### src/rtl/uart_tx_arbiter.sv
// uart_tx_arbiter: shares one uart_tx among NUM_REQ byte-stream requesters.
// Whole packets are granted round-robin; each byte is handed to uart_tx with a
// one-cycle start pulse, and the next byte waits for uart_tx's done pulse.
// A granted lane that leaves the link idle for MAX_STALL LOAD cycles loses the grant.
//
// Optional feature macro: UART_ARB_TAG_EN -- prefix every packet with a tag byte
// {TAG_PREFIX, grant index}.
//
// Ports:
//   clk_in, rst_in   clock, synchronous active-high reset
//   req_valid_in     per-lane byte valid
//   req_data_in      per-lane byte, lane i = [8i+7:8i]
//   req_last_in      per-lane end-of-packet flag
//   req_ready_out    one-hot accept pulse (combinational with LOAD)
//   grant_out        one-hot current owner, zero when idle
//   busy_out         state is not IDLE
//   tx_start_out     start pulse to uart_tx
//   tx_data_out      byte to uart_tx, held between starts
//   tx_done_in       end-of-frame pulse from uart_tx
module uart_tx_arbiter #(
  parameter int unsigned NUM_REQ    = 4,
  parameter int unsigned MAX_STALL  = 1024,
  parameter logic [3:0]  TAG_PREFIX = 4'hA
) (
  input  logic                 clk_in,
  input  logic                 rst_in,
  input  logic [NUM_REQ-1:0]   req_valid_in,
  input  logic [NUM_REQ*8-1:0] req_data_in,
  input  logic [NUM_REQ-1:0]   req_last_in,
  output logic [NUM_REQ-1:0]   req_ready_out,
  output logic [NUM_REQ-1:0]   grant_out,
  output logic                 busy_out,
  output logic                 tx_start_out,
  output logic [7:0]           tx_data_out,
  input  logic                 tx_done_in
);

  localparam int unsigned IDX_W   = (NUM_REQ > 1) ? $clog2(NUM_REQ) : 1;
  localparam int unsigned STALL_W = $clog2(MAX_STALL + 1);

  typedef enum logic [1:0] {
    S_IDLE,
    S_TAG,
    S_LOAD,
    S_WAIT_DONE
  } state_e;

  state_e               state_q, state_d;
  logic [NUM_REQ-1:0]   grant_q, grant_d;
  logic [IDX_W-1:0]     gidx_q, gidx_d;
  logic [IDX_W-1:0]     ptr_q, ptr_d;
  logic [STALL_W-1:0]   stall_q, stall_d;
  logic                 last_q, last_d;
  logic [7:0]           txd_q, txd_d;

  logic [NUM_REQ-1:0]   rot_c;
  logic [IDX_W:0]       sum_c;
  logic                 pick_found_c;
  logic [IDX_W-1:0]     pick_idx_c;
  logic [7:0]           lane_data_c;
  logic                 lane_valid_c;
  logic                 lane_last_c;
  logic [IDX_W-1:0]     ptr_next_c;
  logic [STALL_W-1:0]   stall_inc_c;
  logic                 start_c;
  logic [NUM_REQ-1:0]   ready_c;
  logic [7:0]           data_c;

`ifndef UART_ARB_TAG_EN
  logic unused_tag_prefix_c;
  assign unused_tag_prefix_c = ^TAG_PREFIX;
`endif

  // Round-robin pick: rotate valids so bit k is lane (ptr+k) mod NUM_REQ.
  always_comb begin
    pick_found_c = 1'b0;
    pick_idx_c   = '0;
    sum_c        = '0;
    rot_c        = NUM_REQ'({req_valid_in, req_valid_in} >> ptr_q);
    for (int k = 0; k < NUM_REQ; k++) begin
      if (!pick_found_c && rot_c[k]) begin
        pick_found_c = 1'b1;
        sum_c        = {1'b0, ptr_q} + (IDX_W+1)'(k);
        if (sum_c >= (IDX_W+1)'(NUM_REQ)) begin
          sum_c = sum_c - (IDX_W+1)'(NUM_REQ);
        end
        pick_idx_c = IDX_W'(sum_c);
      end
    end
  end

  // Granted lane views and helper arithmetic.
  assign lane_data_c  = req_data_in[{gidx_q, 3'b000} +: 8];
  assign lane_valid_c = req_valid_in[gidx_q];
  assign lane_last_c  = req_last_in[gidx_q];
  assign ptr_next_c   = (gidx_q == IDX_W'(NUM_REQ - 1)) ? '0 : gidx_q + IDX_W'(1);
  // Saturating stall counter increment.
  assign stall_inc_c  = (stall_q == STALL_W'(MAX_STALL)) ? stall_q : stall_q + STALL_W'(1);

  // Next-state and output logic.
  always_comb begin
    state_d = state_q;
    grant_d = grant_q;
    gidx_d  = gidx_q;
    ptr_d   = ptr_q;
    stall_d = stall_q;
    last_d  = last_q;
    txd_d   = txd_q;
    start_c = 1'b0;
    ready_c = '0;
    data_c  = txd_q;

    case (state_q)
      S_IDLE: begin
        if (pick_found_c) begin
          gidx_d  = pick_idx_c;
          grant_d = NUM_REQ'(1) << pick_idx_c;
          stall_d = '0;
`ifdef UART_ARB_TAG_EN
          state_d = S_TAG;
`else
          state_d = S_LOAD;
`endif
        end
      end

`ifdef UART_ARB_TAG_EN
      S_TAG: begin
        start_c = 1'b1;
        data_c  = {TAG_PREFIX, 4'(gidx_q)};
        txd_d   = data_c;
        last_d  = 1'b0;
        state_d = S_WAIT_DONE;
      end
`endif

      S_LOAD: begin
        if (lane_valid_c) begin
          start_c = 1'b1;
          ready_c = NUM_REQ'(1) << gidx_q;
          data_c  = lane_data_c;
          txd_d   = lane_data_c;
          last_d  = lane_last_c;
          stall_d = '0;
          state_d = S_WAIT_DONE;
        end else begin
          stall_d = stall_inc_c;
          // Stalled too long: drop the packet and move the pointer on.
          if (stall_inc_c == STALL_W'(MAX_STALL)) begin
            state_d = S_IDLE;
            grant_d = '0;
            ptr_d   = ptr_next_c;
          end
        end
      end

      S_WAIT_DONE: begin
        if (tx_done_in) begin
          if (last_q) begin
            state_d = S_IDLE;
            grant_d = '0;
            ptr_d   = ptr_next_c;
          end else begin
            state_d = S_LOAD;
          end
        end
      end

      default: begin
        state_d = S_IDLE;
        grant_d = '0;
      end
    endcase
  end

  // State register.
  always_ff @(posedge clk_in) begin
    if (rst_in) begin
      state_q <= S_IDLE;
      grant_q <= '0;
      gidx_q  <= '0;
      ptr_q   <= '0;
      stall_q <= '0;
      last_q  <= 1'b0;
      txd_q   <= '0;
    end else begin
      state_q <= state_d;
      grant_q <= grant_d;
      gidx_q  <= gidx_d;
      ptr_q   <= ptr_d;
      stall_q <= stall_d;
      last_q  <= last_d;
      txd_q   <= txd_d;
    end
  end

  assign req_ready_out = ready_c;
  assign grant_out     = grant_q;
  assign busy_out      = (state_q != S_IDLE);
  assign tx_start_out  = start_c;
  assign tx_data_out   = data_c;

endmodule

### config.mk
export PLATFORM = sky130hd
export DESIGN_NAME = uart_tx_arbiter
export DESIGN_NICKNAME = d
export VERILOG_FILES = /design/src/rtl/uart_tx_arbiter.sv
export SDC_FILE = /design/constraint.sdc
export NUM_CORES = 1
export LEC_CHECK = 0
export CORE_MARGIN = 2
export CORE_UTILIZATION = 40
export DETAILED_ROUTE_END_ITERATION = 10
export PLACE_DENSITY = 0.73
export REMOVE_ABC_BUFFERS = 1
export SETUP_SLACK_MARGIN = 0.05
export SYNTH_ARGS = -nofsm -noshare
export SYNTH_HDL_FRONTEND = slang
export SYNTH_SLANG_ARGS = --single-unit
### constraint.sdc
create_clock -name clk_in -period 4.3 [get_ports clk_in]
set_clock_uncertainty 0.15 [all_clocks]
set_input_delay 0.86 -clock clk_in [delete_from_list [all_inputs] [get_ports clk_in]]
set_output_delay 0.86 -clock clk_in [all_outputs]
set_load 0.005 [all_outputs]
==> results of run 1 <==
[sequential cells by signal, summed over array words and instances, names as in the netlist]
signal	count
gidx_q	2
last_q	1
grant_out	4
txd_q	8
ptr_q	2
stall_q	11
state_q	2
[synth_stat cells, types with 7 or more instances]
master   count  area [µm²]
dfxtp_1     30         601
o21ai_0      7        35.0
nor3_1       7        35.0
mux2_2       8        90.1
mux4_2      10         225
mux2i_1      7        70.1
nand2_1     20        75.1
a21oi_1     11        55.1
nor2_1      18        67.6
inv_1       12        45.0
and2_1       8        50.1
[logic make-up after synthesis]
group / after synthesis / share of synthesized area
AOI/OAI and AO/OA: 43 / 0.159
xor gates and xnor gates: 1 / 0.00436
muxes: 27 / 0.207
buffers and inverters: 23 / 0.0604
DFF: 30 / 0.299
and+or+nand+nor: 85 / 0.233
adders and majority gates: 6 / 0.0374
[cell usage in the layout (no fill, tap or decap), types with 4 or more instances in the layout]
master / count
mux2i_1: 7
mux4_2: 10
ha_1: 6
and3_1: 6
nor3_1: 7
a311oi_1: 6
buf_4: 5
mux2_2: 8
clkdlybuf4s50_1: 60
o21ai_0: 7
a21oi_1: 11
clkbuf_8: 6
inv_1: 12
nand2_1: 20
dfxtp_1: 30
nand4_1: 4
and2_1: 8
nor2_1: 18
[stage by stage]
step                      hold WS (ps)  setup slack [ps]
after floorplan                    304              1230
after global placement             301               241
after detailed placement           302               209
after CTS                          319               211
after global routing               328               116
final                              314               227
[routing by layer]
metal,vias to the layer above,global-route usage
li1,917,-
met3,2,0.0589
met1,877,0.252
met5,-,0
met2,47,0.300
met4,0,0.0536
[report_power, final]
group	switching (mW)	leakage [nW]	internal, mW
Combinational	0.0772	0.746	0.115
Sequential	0.00925	0.244	0.290
Clock	0.112	0.0472	0.129
[worst max-delay path by stage]
stage / from / end / slack, ps / depth (start not counted)
floorplan: gidx_q[0] / tx_data_out[0] / 1230 / 3
finish: req_valid_in[0] / tx_data_out[6] / 230 / 5
global route: req_valid_in[0] / tx_data_out[4] / 120 / 5
CTS: req_valid_in[0] / tx_data_out[6] / 210 / 5
global placement: req_valid_in[0] / tx_data_out[6] / 240 / 5
detailed placement: req_valid_in[0] / tx_data_out[6] / 210 / 5
[final cells by class]
class | instances | area, µm² | share of cell area
Clock inverter | 2 | 12.5 | 0.00455
Sequential cell | 30 | 601 | 0.218
Multi-Input combinational cell | 162 | 1290 | 0.468
Timing Repair Buffer | 65 | 638 | 0.232
Inverter | 12 | 45.0 | 0.0164
Clock buffer | 6 | 82.6 | 0.0300
Tap cell | 67 | 83.8 | 0.0305
==> qor.txt, run 1 <==
Placed cell area: 2650 µm²
# placed instances: 336
Cts bufs inserted: 5
Vias per cell: 5.36
Actual slew at the worst max-slew pin: 917 ps
Met1 WL: 2220 µm
Layout cells sized above 1: 0.166
CTS tree: yes
Setup Viol. Count Final: 0
Total GRT Usage: 0.190
Slowest cell on the critical path: mux4_2
First-pass GRT wire length: 8170 µm
Crit path kind: input pin to output pin
Post-route insts no fill: 344
PostCTS Resize Cnt: 0
Finished Core Util: 0.574
EDFF count, synth: 0
CTS root buffer: clkbuf_8
ANT cells: 0
Initial core utilization: 0.420
Critical Path Start Type: input pin
Max_slew headroom: 0.388
CP Cell Sequence: clkdlybuf4s50_1 -> mux4_2 -> nand2_1 -> mux2_2 -> clkdlybuf4s50_1
# rows: 25
Hold Path Depth: 1
Highest metal used: met4
Placer congestion estimate: 0.873
Met3 WL: 290 µm
Overflow after GRT: 0
Synth unique cells: 52
Metal2 WL: 2140 µm
Worst Path Required: 3290 ps
Crit path DAT: 3060 ps
Worst hold path class: flop to flop
Die W: 74.9 µm
Clock buffer depth: 2
Yosys warnings: 0
Drt pass-1 iters: 4
Reg2reg start: stall_q[0]
Post-detail-place hpwl: 3560 µm
CP max stage delay: 510 ps
Top delay family on crit path: buffers and inverters
Total number of vias: 1843
Most frequent CP cell: clkdlybuf4s50_1
Leakage: 1.04 nW
NumNets Final: 325
Drt drc: 0
Post-synthesis register bit count: 30
CTS Sinks: 30
Setup crit end kind: output pin
CP bufs+invs: 2
Syn Area/Cell: 9.34 µm²
Core footprint: 4790 µm²
Origin of the worst min-delay path: grant_out[1]
Seq/Total Area, Yosys: 0.299
DRT Wirelength: 4690 µm
Hold EP: grant_out[1]
RR Endpoint: ptr_q[0]
R2R Setup Slk: 1340 ps
FFs w/ async S/R, synth: 0
Starting DRC count in detailed routing: 92
# Post-CTS Setup Buffers: 0
Syn-to-layout area delta: 36.9%
Full die area: 5600 µm²
Max VDD drop: 0.132 mV
ANT nets after route: 0
Worst r2r path cells: 7
Power Density: 266 nW/µm²
Ys flop type: dfxtp_1
Final hold viol count: 0
CP max FO: 10
Crit path time final: 4070 ps
Final Cycle Share: 0.947
Vias in the first global route: 1779
CTS H-Tree Depth: 2
Status: complete, no violations
Num ports: 61
Final total power: 0.732 mW
Netlist Area Pre-Place: 2010 µm²
Port bufs: 60
RSZ-0062 raised after global routing: no
Max Freq: 0.246 GHz
Fill cell count: 426
Initial antenna violation count: 0
Setup_tns: 0 ps
Max-cap violations: 0
Pin count of the biggest net entering global routing: 16
CTS clock-pin slew for the worst setup and hold paths: 70 ps
Die Span Y: 74.9 µm
# hold bufs at CTS: 0
Post-Synthesis Cells: 215
Design area: 2750 µm²
Worst skew pair latency: 280 ps
Count of pins over their slew limit: 0
Drt wl/cell: 13.6 µm
Power figures use the tool's default switching activity.
==> inputs of run 2 (changes only) <==
--- a/config.mk
+++ b/config.mk
@@ -9,7 +9,6 @@
 export CORE_UTILIZATION = 40
 export DETAILED_ROUTE_END_ITERATION = 10
 export PLACE_DENSITY = 0.73
-export REMOVE_ABC_BUFFERS = 1
 export SETUP_SLACK_MARGIN = 0.05
 export SYNTH_ARGS = -nofsm -noshare
 export SYNTH_HDL_FRONTEND = slang
==> qor.txt, run 2 (same netlist as run 1, synthesis figures left out) <==
Syn-to-layout area delta: 37.6%
Placed cell area: 2650 µm²
Commonest non-fill, non-tap cells in the layout: 60 x clkdlybuf4s50_1, 30 x dfxtp_1, 20 x nand2_1, 18 x nor2_1, 12 x inv_1
Total number of vias: 1817
Layout cells sized above 1: 0.166
R2R Setup Slk: 1310 ps
Crit path DAT: 3060 ps
Initial core utilization: 0.420
Clock buffer depth: 2
Vias in the first global route: 1725
Met1 WL: 2210 µm
Setup crit end kind: output pin
Count of pins over their slew limit: 0
Most frequent CP cell: clkdlybuf4s50_1
Max VDD drop: 0.159 mV
CTS root buffer: clkbuf_8
Setup_tns: 0 ps
Crit path time final: 4070 ps
Reg2reg start: stall_q[0]
# Post-CTS Setup Buffers: 0
Max reg flops: 11
NumNets Final: 325
Final Cycle Share: 0.948
CTS clock-pin slew for the worst setup and hold paths: 70 ps
Pin count of the biggest net entering global routing: 22
Max-cap violations: 0
Num ports: 61
Full die area: 5600 µm²
Status: complete, no violations
Storage cell area: 601 µm²
Critical Path Start Type: input pin
RR Endpoint: ptr_q[0]
Drt drc: 0
ANT cells: 0
Multi-input gate area: 1290 µm²
First-pass GRT wire length: 8110 µm
Highest metal used: met4
Leakage: 1.05 nW
RSZ-0062 raised after global routing: no
Cts bufs inserted: 5
Worst r2r path cells: 7
Origin of the worst min-delay path: grant_out[0]
ANT nets after route: 0
Worst hold path class: flop to flop
Fill cell count: 426
Largest Register: stall_q
Die Span Y: 74.9 µm
CP max stage delay: 500 ps
Actual slew at the worst max-slew pin: 771 ps
# rows: 25
DRT Wirelength: 4880 µm
CP Cell Sequence: clkdlybuf4s50_1 -> mux4_2 -> nand2_1 -> mux2_2 -> clkdlybuf4s50_1
Setup Viol. Count Final: 0
Power Density: 281 nW/µm²
Worst Path Required: 3290 ps
Max Freq: 0.245 GHz
Starting DRC count in detailed routing: 103
Total GRT Usage: 0.189
Met3 WL: 224 µm
CTS Sinks: 30
Synthesized net count: 264
CTS H-Tree Depth: 2
Commonest non-fill, non-tap cell in the layout: clkdlybuf4s50_1
Design area: 2760 µm²
Drt pass-1 iters: 4
Placer congestion estimate: 0.845
CP max FO: 10
Core footprint: 4790 µm²
Slowest cell on the critical path: clkdlybuf4s50_1
PostCTS Resize Cnt: 0
CTS tree: yes
Max_slew headroom: 0.485
Final hold viol count: 0
Crit path kind: input pin to output pin
Die W: 74.9 µm
Port bufs: 60
Hold Path Depth: 2
Initial antenna violation count: 0
Vias per cell: 5.28
Overflow after GRT: 0
Drt wl/cell: 14.2 µm
Post-detail-place hpwl: 3560 µm
Worst skew pair latency: 280 ps
Metal2 WL: 2400 µm
Hold EP: grant_out[0]
# hold bufs at CTS: 0
==> run 2: cell types whose count changed in the layout (fill, tap and decap cells not counted), sizes merged <==
cell      delta
clkinvlp     -1
bufinv       +1
clkinv       +1
clkbuf       -1
==> run 2: per-layer routing <==
metal,up-vias,global-route usage
met5,-,0
met4,0,0.0595
met3,4,0.0509
met2,37,0.308
met1,856,0.243
li1,920,-
==> run 2: critical path, delay by kind of cell <==
kind          cells  cell delay, ps
buf+inv           2             970
mux               2             900
simple gates      1             340
==> run 2: power breakdown <==
| part | leakage, nW | internal (mW) | switching [mW] |
|---|---|---|---|
| sequential | 0.244 | 0.290 | 0.00888 |
| clock | 0.0579 | 0.170 | 0.113 |
| combinational | 0.745 | 0.115 | 0.0783 |
==> run 2: worst max-delay path by stage <==
stage / from / endpoint / slack, ps / cells past startpoint
2_1_floorplan: req_valid_in[3] / tx_data_out[0] / 1240 / 3
4_1_cts: req_valid_in[0] / tx_data_out[5] / 190 / 5
6_report: req_valid_in[0] / tx_data_out[5] / 230 / 5
3_5_place_dp: req_valid_in[0] / tx_data_out[5] / 190 / 5
3_3_place_gp: req_valid_in[0] / tx_data_out[6] / 250 / 5
5_1_grt: req_valid_in[0] / tx_data_out[5] / 120 / 5
==> run 2: metrics by stage <==
step | hold slack, ps | total power, mW | cells | util | worst slack, ps
floorplan | 304 | 0.408 | 215 | - | 1240
global placement | 300 | 0.497 | 336 | 0.555 | 246
detailed placement | 304 | 0.499 | 336 | 0.555 | 192
CTS | 313 | 0.783 | 344 | 0.577 | 186
global route | 329 | 0.815 | 344 | 0.577 | 118
finish | 309 | 0.776 | 344 | 0.577 | 225
==> run 2: area by class of cell <==
type,instances,share of cell area
clock buffer,5,0.0249
clock inverter,3,0.0145
inverter,12,0.0163
multi-input combinational,162,0.466
sequential,30,0.217
tap,67,0.0303
timing repair buffer,65,0.231
==> inputs of run 3 (changes only) <==
--- a/config.mk
+++ b/config.mk
@@ -5,8 +5,11 @@
 export SDC_FILE = /design/constraint.sdc
 export NUM_CORES = 1
 export LEC_CHECK = 0
+export CORE_ASPECT_RATIO = 0.6
 export CORE_MARGIN = 2
 export CORE_UTILIZATION = 40
+export CTS_CLUSTER_DIAMETER = 200
+export CTS_CLUSTER_SIZE = 28
 export DETAILED_ROUTE_END_ITERATION = 10
 export PLACE_DENSITY = 0.73
 export SETUP_SLACK_MARGIN = 0.05
==> qor.txt, run 3 (same netlist as run 1, synthesis figures left out) <==
Worst skew pair latency: 280 ps
CTS root buffer: clkbuf_8
Die Span Y: 58.9 µm
CP Cell Sequence: clkdlybuf4s50_1 -> mux4_2 -> nand2_1 -> mux2_2 -> clkdlybuf4s50_1
Status: complete, no violations
Max VDD drop: 0.118 mV
Leakage: 1.05 nW
Comb power frac: 0.249
Clock buffer depth: 2
Switching share of power: 0.249
Max reg flops: 11
Overflow after GRT: 0
Final Cycle Share: 0.936
ANT nets after route: 0
Fill cell count: 435
Fin worst setup slack: 274 ps
Commonest non-fill, non-tap cells in the layout: 60 x clkdlybuf4s50_1, 30 x dfxtp_1, 20 x nand2_1, 18 x nor2_1, 12 x inv_1
Port bufs: 60
Crit path time final: 4030 ps
Max Freq: 0.248 GHz
Worst hold path class: flop to flop
Power Density: 285 nW/µm²
NumNets Final: 325
PostCTS Resize Cnt: 0
Worst Path Required: 3290 ps
Most frequent CP cell: clkdlybuf4s50_1
Setup crit end kind: output pin
Crit path kind: input pin to output pin
Layout cells sized above 1: 0.163
# Post-CTS Setup Buffers: 0
Drt wl/cell: 16.5 µm
First-pass GRT wire length: 8960 µm
CP max stage delay: 510 ps
Core footprint: 4710 µm²
Largest Register: stall_q
Initial antenna violation count: 0
CTS H-Tree Depth: 2
Full die area: 5620 µm²
CP max FO: 9
Drt drc: 0
Total number of vias: 1876
Slowest cell on the critical path: mux4_2
Die W: 95.5 µm
Drt pass-1 iters: 4
Max_slew headroom: 0.326
Total GRT Usage: 0.214
Num ports: 61
Cts bufs inserted: 5
Storage cell area: 601 µm²
Placer congestion estimate: 0.881
# hold bufs at CTS: 0
Multi-input gate area: 1290 µm²
ANT cells: 0
Vias in the first global route: 1754
Max-cap violations: 0
Place WS: 255 ps
Initial core utilization: 0.427
Setup Viol. Count Final: 0
Reg power frac: 0.382
Count of pins over their slew limit: 0
Critical Path Start Type: input pin
# rows: 19
CTS clock-pin slew for the worst setup and hold paths: 60 ps
Final hold viol count: 0
Pin count of the biggest net entering global routing: 15
Starting DRC count in detailed routing: 92
CTS Sinks: 30
Setup_tns: 0 ps
CTS tree: yes
Commonest non-fill, non-tap cell in the layout: clkdlybuf4s50_1
NetSw: 0.196 mW
Crit path DAT: 3020 ps
Post-detail-place hpwl: 4310 µm
Actual slew at the worst max-slew pin: 1010 ps
Pint: 0.591 mW
Syn-to-layout area delta: 37.5%
Vias per cell: 5.53
Clk pwr share: 0.369
DRT Wirelength: 5600 µm
Synthesized net count: 264
RSZ-0062 raised after global routing: no
## run 3: changes by cell type in the layout (fill, tap and decap cells not counted)
cell and change:
clkinv_2 -2, clkbuf_8 +1
## run 3: critical path: cells and delay by family
kind,cells,cell delay (ps)
and+or+nand+nor,1,310
buffers and inverters,2,940
muxes,2,900
## run 3: per-layer routing
metal	vias to the layer above	wire, µm	global-route usage
met5	-	0	0
met4	0	34	0.0551
met3	2	294	0.0487
met2	53	2150	0.290
met1	902	3120	0.337
li1	919	-	-
## run 3: power groups by stage
stage               Combinational [mW]  Clock, mW  Sequential (mW)
floorplan                        0.104          0            0.304
finish                           0.196      0.290            0.301
global route                     0.212      0.310            0.302
CTS                              0.196      0.295            0.300
detailed placement               0.195          0            0.306
global placement                 0.191          0            0.307
## run 3: stage by stage
| stage | power, mW | hold WS (ps) | instance area (µm²) | util | instances |
|---|---|---|---|---|---|
| 2_1_floorplan | 0.408 | 304 | 2010 | - | 215 |
| 3_3_place_gp | 0.498 | 312 | 2650 | 0.563 | 332 |
| 3_5_place_dp | 0.501 | 303 | 2650 | 0.563 | 332 |
| 4_1_cts | 0.792 | 332 | 2760 | 0.587 | 339 |
| 5_1_grt | 0.823 | 355 | 2760 | 0.587 | 339 |
| 6_report | 0.787 | 335 | 2760 | 0.587 | 339 |
## run 3: final timing paths
kind	cells past startpoint	slack [ps]	end	start
max	5	270	tx_data_out[3]	req_valid_in[0]
min	1	330	grant_out[1]	grant_out[1]
max reg2reg	7	1290	ptr_q[0]	stall_q[0]
min reg2reg	1	330	grant_out[1]	grant_out[1]
## run 3: layout make-up
| class | count | share of cell area |
|---|---|---|
| clock buffers | 6 | 0.0299 |
| clock inverters | 1 | 0.0109 |
| inverters | 12 | 0.0163 |
| multi-input cells | 162 | 0.466 |
| flip-flops and latches | 30 | 0.217 |
| well taps | 63 | 0.0285 |
| repair buffers | 65 | 0.231 |
